<file path="config.mk">
export PLATFORM = sky130hd
export DESIGN_NAME = jtag_tap_controller
export DESIGN_NICKNAME = d
export VERILOG_FILES = /design/src/rtl/jtag_tap_controller.sv
export SDC_FILE = /design/constraint.sdc
export NUM_CORES = 1
export LEC_CHECK = 0
export ABC_AREA = 1
export BUFFER_PORTS_ARGS = -buffer_cell sky130_fd_sc_hd__buf_2
export CORE_MARGIN = 1
export CORE_UTILIZATION = 40
export DETAILED_ROUTE_END_ITERATION = 7
export GPL_ROUTABILITY_DRIVEN = 0
export GPL_TIMING_DRIVEN = 0
export PLACE_DENSITY = 0.65
export SLEW_MARGIN = 20
export SYNTH_ARGS = -nofsm -noshare
export SYNTH_HDL_FRONTEND = slang
export SYNTH_SLANG_ARGS = --single-unit
</file>
<file path="constraint.sdc">
create_clock -name TCK -period 2.5 [get_ports TCK]
set_input_delay 0.125 -clock TCK [delete_from_list [all_inputs] [get_ports TCK]]
set_output_delay 0.125 -clock TCK [all_outputs]
set_load 0.01 [all_outputs]
</file>
<file path="src/rtl/jtag_tap_controller.sv">
`default_nettype none
// ============================================================================
// Module      : jtag_tap_controller
// Description : IEEE 1149.1 TAP controller with 4-bit IR, BYPASS and IDCODE
//               data registers, and the negedge-registered TDO mux feeding
//               the die TDO pin. DWR capture/shift/update live downstream.
// Revision    : 1.0 - initial release
// ============================================================================
module jtag_tap_controller #(
    parameter logic [31:0] IDCODE_VALUE = 32'h1234_5001,
    parameter logic [3:0]  IR_RESET     = 4'b0001
) (
    input  logic       TCK,
    input  logic       TRST_N,
    input  logic       TMS,
    input  logic       TDI,
    input  logic       wrapper_tdo,
    output logic [3:0] tap_state,
    output logic [3:0] IR,
    output logic       TDO,
    output logic       tdo_en
);

    localparam logic [3:0] c_EX2DR = 4'h0;
    localparam logic [3:0] c_EX1DR = 4'h1;
    localparam logic [3:0] c_SHDR  = 4'h2;
    localparam logic [3:0] c_PSDR  = 4'h3;
    localparam logic [3:0] c_SELIR = 4'h4;
    localparam logic [3:0] c_UPDDR = 4'h5;
    localparam logic [3:0] c_CAPDR = 4'h6;
    localparam logic [3:0] c_SELDR = 4'h7;
    localparam logic [3:0] c_EX2IR = 4'h8;
    localparam logic [3:0] c_EX1IR = 4'h9;
    localparam logic [3:0] c_SHIR  = 4'hA;
    localparam logic [3:0] c_PSIR  = 4'hB;
    localparam logic [3:0] c_RTI   = 4'hC;
    localparam logic [3:0] c_UPDIR = 4'hD;
    localparam logic [3:0] c_CAPIR = 4'hE;
    localparam logic [3:0] c_TLR   = 4'hF;

    localparam logic [3:0] c_IR_CAPTURE = 4'b0001;

    logic [3:0]  r_state;
    logic [3:0]  w_next;
    logic [3:0]  r_ir;
    logic [3:0]  r_ir_sr;
    logic        r_bypass;
    logic [31:0] r_id_sr;
    logic        r_tdo;
    logic        r_tdo_en;
    logic        w_sel_dwr;
    logic        w_sel_id;
    logic        w_tdo;
    logic        w_shifting;

    // EXTEST, INTEST and SAMPLE route to the DWR; unassigned codes fall to bypass
    assign w_sel_dwr = (r_ir == 4'b0000) || (r_ir == 4'b0010) || (r_ir == 4'b0100);
    assign w_sel_id  = (r_ir == 4'b0001);

    always_comb begin
        w_next = c_TLR;
        case (r_state)
            c_TLR:   w_next = TMS ? c_TLR   : c_RTI;
            c_RTI:   w_next = TMS ? c_SELDR : c_RTI;
            c_SELDR: w_next = TMS ? c_SELIR : c_CAPDR;
            c_CAPDR: w_next = TMS ? c_EX1DR : c_SHDR;
            c_SHDR:  w_next = TMS ? c_EX1DR : c_SHDR;
            c_EX1DR: w_next = TMS ? c_UPDDR : c_PSDR;
            c_PSDR:  w_next = TMS ? c_EX2DR : c_PSDR;
            c_EX2DR: w_next = TMS ? c_UPDDR : c_SHDR;
            c_UPDDR: w_next = TMS ? c_SELDR : c_RTI;
            c_SELIR: w_next = TMS ? c_TLR   : c_CAPIR;
            c_CAPIR: w_next = TMS ? c_EX1IR : c_SHIR;
            c_SHIR:  w_next = TMS ? c_EX1IR : c_SHIR;
            c_EX1IR: w_next = TMS ? c_UPDIR : c_PSIR;
            c_PSIR:  w_next = TMS ? c_EX2IR : c_PSIR;
            c_EX2IR: w_next = TMS ? c_UPDIR : c_SHIR;
            c_UPDIR: w_next = TMS ? c_SELDR : c_RTI;
            default: w_next = c_TLR;
        endcase
    end

    // Register actions are keyed on the state being left at this edge
    always_ff @(posedge TCK or negedge TRST_N) begin
        if (!TRST_N) begin
            r_state  <= c_TLR;
            r_ir     <= IR_RESET;
            r_ir_sr  <= c_IR_CAPTURE;
            r_bypass <= 1'b0;
            r_id_sr  <= IDCODE_VALUE;
        end else begin
            r_state <= w_next;
            case (r_state)
                c_TLR:   r_ir    <= IR_RESET;
                c_CAPIR: r_ir_sr <= c_IR_CAPTURE;
                c_SHIR:  r_ir_sr <= {TDI, r_ir_sr[3:1]};
                c_UPDIR: r_ir    <= r_ir_sr;
                c_CAPDR: begin
                    if (w_sel_id)
                        r_id_sr <= IDCODE_VALUE;
                    else if (!w_sel_dwr)
                        r_bypass <= 1'b0;
                end
                c_SHDR: begin
                    if (w_sel_id)
                        r_id_sr <= {TDI, r_id_sr[31:1]};
                    else if (!w_sel_dwr)
                        r_bypass <= TDI;
                end
                default: ;
            endcase
        end
    end

    assign w_shifting = (r_state == c_SHIR) || (r_state == c_SHDR);

    always_comb begin
        w_tdo = 1'b0;
        if (r_state == c_SHIR)
            w_tdo = r_ir_sr[0];
        else if (r_state == c_SHDR)
            w_tdo = w_sel_dwr ? wrapper_tdo : (w_sel_id ? r_id_sr[0] : r_bypass);
    end

    always_ff @(negedge TCK or negedge TRST_N) begin
        if (!TRST_N) begin
            r_tdo    <= 1'b0;
            r_tdo_en <= 1'b0;
        end else begin
            r_tdo    <= w_tdo;
            r_tdo_en <= w_shifting;
        end
    end

    assign tap_state = r_state;
    assign IR        = r_ir;
    assign TDO       = r_tdo;
    assign tdo_en    = r_tdo_en;

endmodule
`default_nettype wire
</file>
## Word-level counts from Yosys, hierarchy flattened

Index checks and enable logic that the tools add are counted.

| storage, ports and cells | value |
|---|---|
| register bits after elaboration | 47 |
| bits in latches | 0 |
| memory bits (writable) | 0 |
| ROM bits | 0 |
| input port bits | 5 |
| output and inout bits | 10 |
| memories | 0 |

| operators by class | value |
|---|---|
| $add $sub $neg | 0 |
| multipliers | 0 |
| div/mod/pow operators | 0 |
| $lt $le $gt $ge | 0 |
| eq/ne operators | 24 |
| shift-type cells | 0 |
| muxes and demuxes | 27 |
| bitwise operators | 0 |
| reduce and logical (&&, ||, !) cells | 13 |

Operators by type and width:

| cell | number |
|---|---|
| $mux W32 | 2 |
| $pmux W32 S2 | 1 |
| $pmux W4 S12 | 1 |
| $eq A4 B4 Y1 const B | 8 |
| $eq A4 B3 Y1 const B | 5 |
| $pmux W4 S2 | 2 |
| $eq A4 B2 Y1 const B | 3 |
| $mux W2 | 6 |
| $mux W3 | 4 |
| $ne A2 B2 Y1 const B | 6 |
| $mux W1 | 9 |
| $eq A4 B1 Y1 const B | 2 |
| $logic_not A4 Y1 | 2 |
| $reduce_bool A2 Y1 | 3 |
| $reduce_and A5 Y1 | 1 |
| $mux W4 | 1 |
| $reduce_or A2 Y1 | 2 |
| $logic_or A1 B1 Y1 | 3 |
| $reduce_and A3 Y1 | 1 |
| $reduce_or A3 Y1 | 1 |
| $pmux W1 S2 | 1 |

## Depth between registers and ports, before layout

| depth | value |
|---|---|
| depth in word-level cells | 6 |
| gate-level depth with buffers | 8 |
| depth with buffers taken out | 7 |

==> metrics.cfg <==
[grt]
antenna_found_initial=0
grtUsageTotal_pct=16.4
grt_pass1_vias=1493
grt_max_degree=48
grt_overflow=0
grt_pass1_wl_mm=6.62

[critical_path]
slowest_stage=dfstp_2
cp_cell_sequence=inv_2, nor2_2, nand2_1, nand2_1, nand3_1, nand2_1, nand2_1
r2r_slack_ns=0.09
crit_arrival_ns=1.30
cp-end-kind=flop
cp-start-kind=flop
path_class=flop to flop
max_stage_delay_ns=0.57
cp_max_fo=4
crit_top_cell=nand2_1
cp_data_required_time_ns=1.40

[placed_design]
hpwl_mm=2.38
portBuffers=14
place_ws_ns=-0.00789

[finish]
fin_nets=250
nFillCells=465
drive_above_1_share_pct=20.0
area_growth_pct=13.1
diodes=0

[sta]
relSlewSlack_pct=61.1
timing.setup.tns_ns=0
drv_slew=0
rsz0062_at_grt=yes
worstMarginPinSlew_ns=0.583
timing.final.ws_setup_ns=0.0945
finalSetupViolCount=0
skew_ns=0.00503
hold_viol=0

[detailed_routing]
wl_mm=3.55
antenna_left=0
drc=0
vias=1461
via_per_inst=4.68
wire_per_inst_um=11.4
drtPass1Iterations=4
drt-initial-drc-count=72

[power_and_ir_drop]
p_leak_uw=0.00119
vdd_drop_max_uv=630
p_per_area_nw_per_um2=1300
power_uw=2920

[floorplanning]
core_area_um2=4750
die_y_um=72.3
rows=25
initial_utilization_pct=41.6
die_w_um=72.3
ioPinCount=15
dieArea_um2=5230

[clock_tree]
cts_setup_buffers=0
cts_buffer_depth=2
clk_pin_slew_ns=0.08
cts_max_level=2
insertion_delay_ns=0.29
cts_root_buffer=clkbuf_8
cts_sinks=47
cts_tree=yes
cts_buffers=5

[synthesis]
synth-seq-cells=47
ys_warn_count=0
syn_area_um2=1980
synth_area_per_cell_um2=8.84
yosysSeqAreaShare_pct=60.3
synth_cells=224
syn_nets=229
synth_cell_types=21

[hold_path]
hp-class=input port to flop

[run_status]
status=finished clean

[run]
maxCapViolCount=0

[cells in the mapped netlist]
cell / number / share of area (%)
a21oi_1: 1 / 0.25
a2bb2oi_1: 1 / 0.44
buf_2: 3 / 0.76
buf_6: 3 / 1.7
clkbuf_2: 1 / 0.25
dfrtn_1: 2 / 2.5
dfrtp_1: 31 / 39
dfstp_2: 14 / 19
inv_1: 16 / 3.0
inv_2: 1 / 0.19
nand2_1: 94 / 18
nand2_2: 1 / 0.32
nand2_4: 1 / 0.57
nand3_1: 6 / 1.5
nand4_1: 2 / 0.63
nor2_1: 19 / 3.6
nor2_4: 1 / 0.57
nor2_8: 1 / 1.0
nor3_1: 4 / 1.0
o21ai_0: 15 / 3.8
o22ai_1: 7 / 2.2
[cells by family (layout without fill, tap and decap cells)]
| group | Yosys count | count (layout) | share of synthesized area [%] |
|---|---|---|---|
| AOI/OAI and AO/OA | 24 | 24 | 6.70 |
| and+or+nand+nor | 129 | 129 | 27.1 |
| buffers and inverters | 24 | 45 | 5.94 |
| DFF | 47 | 47 | 60.3 |
[per-stage QoR]
step | util, % | instance area, um^2 | std cells | hold slack (ns)
3_5_place_dp | 44.9 | 2130 | 305 | 0.367
2_1_floorplan | - | 1980 | 224 | -0.171
6_report | 47.1 | 2240 | 312 | 0.0758
5_1_grt | 47.1 | 2240 | 312 | 0.0904
3_3_place_gp | 44.9 | 2130 | 305 | 0.370
4_1_cts | 46.6 | 2220 | 311 | 0.0394
[state kept, by name (all words and copies together) (netlist names)]
name	flops
TDO	1
tdo_en	1
r_id_sr	32
r_bypass	1
r_ir_sr	4
tap_state	4
IR	4
[metal layers]
| layer | global-route usage (%) | vias up | wire length, um |
|---|---|---|---|
| met4 | 3.92 | 0 | 13 |
| met2 | 25.5 | 20 | 1680 |
| li1 | - | 744 | - |
| met5 | 0 | - | 0 |
| met3 | 5.42 | 2 | 115 |
| met1 | 22.4 | 695 | 1740 |
[layout by cell type, fill, tap and decap left out, types with 2 or more instances in the layout]
cell type  Yosys  layout
nand2_1       94      94
dfrtp_1       31      31
nor2_1        19      17
buf_2          3      16
inv_1         16      15
o21ai_0       15      15
dfstp_2       14      14
o22ai_1        7       7
nand3_1        6       6
clkbuf_8       0       6
nor3_1         4       4
buf_6          3       3
dfrtn_1        2       2
inv_2          1       2
nand2_4        1       2
nor2_2         0       2
nand4_1        2       2
[cell type report]
cell class | instances | area (um^2) | area share [%]
timing repair buffer | 15 | 82.6 | 3.69
clock buffer | 6 | 82.6 | 3.69
multi-input combinational | 153 | 678 | 30.3
tap | 67 | 83.8 | 3.75
inverter | 17 | 63.8 | 2.85
sequential | 47 | 1190 | 53.3
buffer | 6 | 48.8 | 2.18
clock inverter | 1 | 5.00 | 0.224
[worst max-delay path: cells and delay by family, from the launching register on]
family	cells	cell delay, ns
buffers and inverters	1	0.05
flip-flops	1	0.57
AND/OR/NAND/NOR	6	0.39
[path summary, 6_finish.rpt]
path | startpoint | end | cells past startpoint
worst max-delay path | IR[0] | TDO | 7
worst min-delay path | TDI | r_ir_sr[3] | 3
worst max register to register | IR[0] | TDO | 7
worst min register to register | r_id_sr[16] | r_id_sr[15] | 2
max in group asynchronous | TRST_N | tdo_en | 2
min in group asynchronous | TRST_N | r_id_sr[17] | 2
[report_power, final]
| part | internal, uW | switching (uW) | total [uW] |
|---|---|---|---|
| Combinational | 410 | 675 | 1080 |
| Clock | 217 | 234 | 451 |
| Sequential | 1150 | 230 | 1380 |
[what timing repair did]
item,CTS,global route
gates resized for setup,0,4
hold buffers,0,1
pin swaps,0,0
endpoints found under the setup margin,1,1
hold endpoints to repair,0,31
Note: power is estimated with default switching activity, not from simulation.
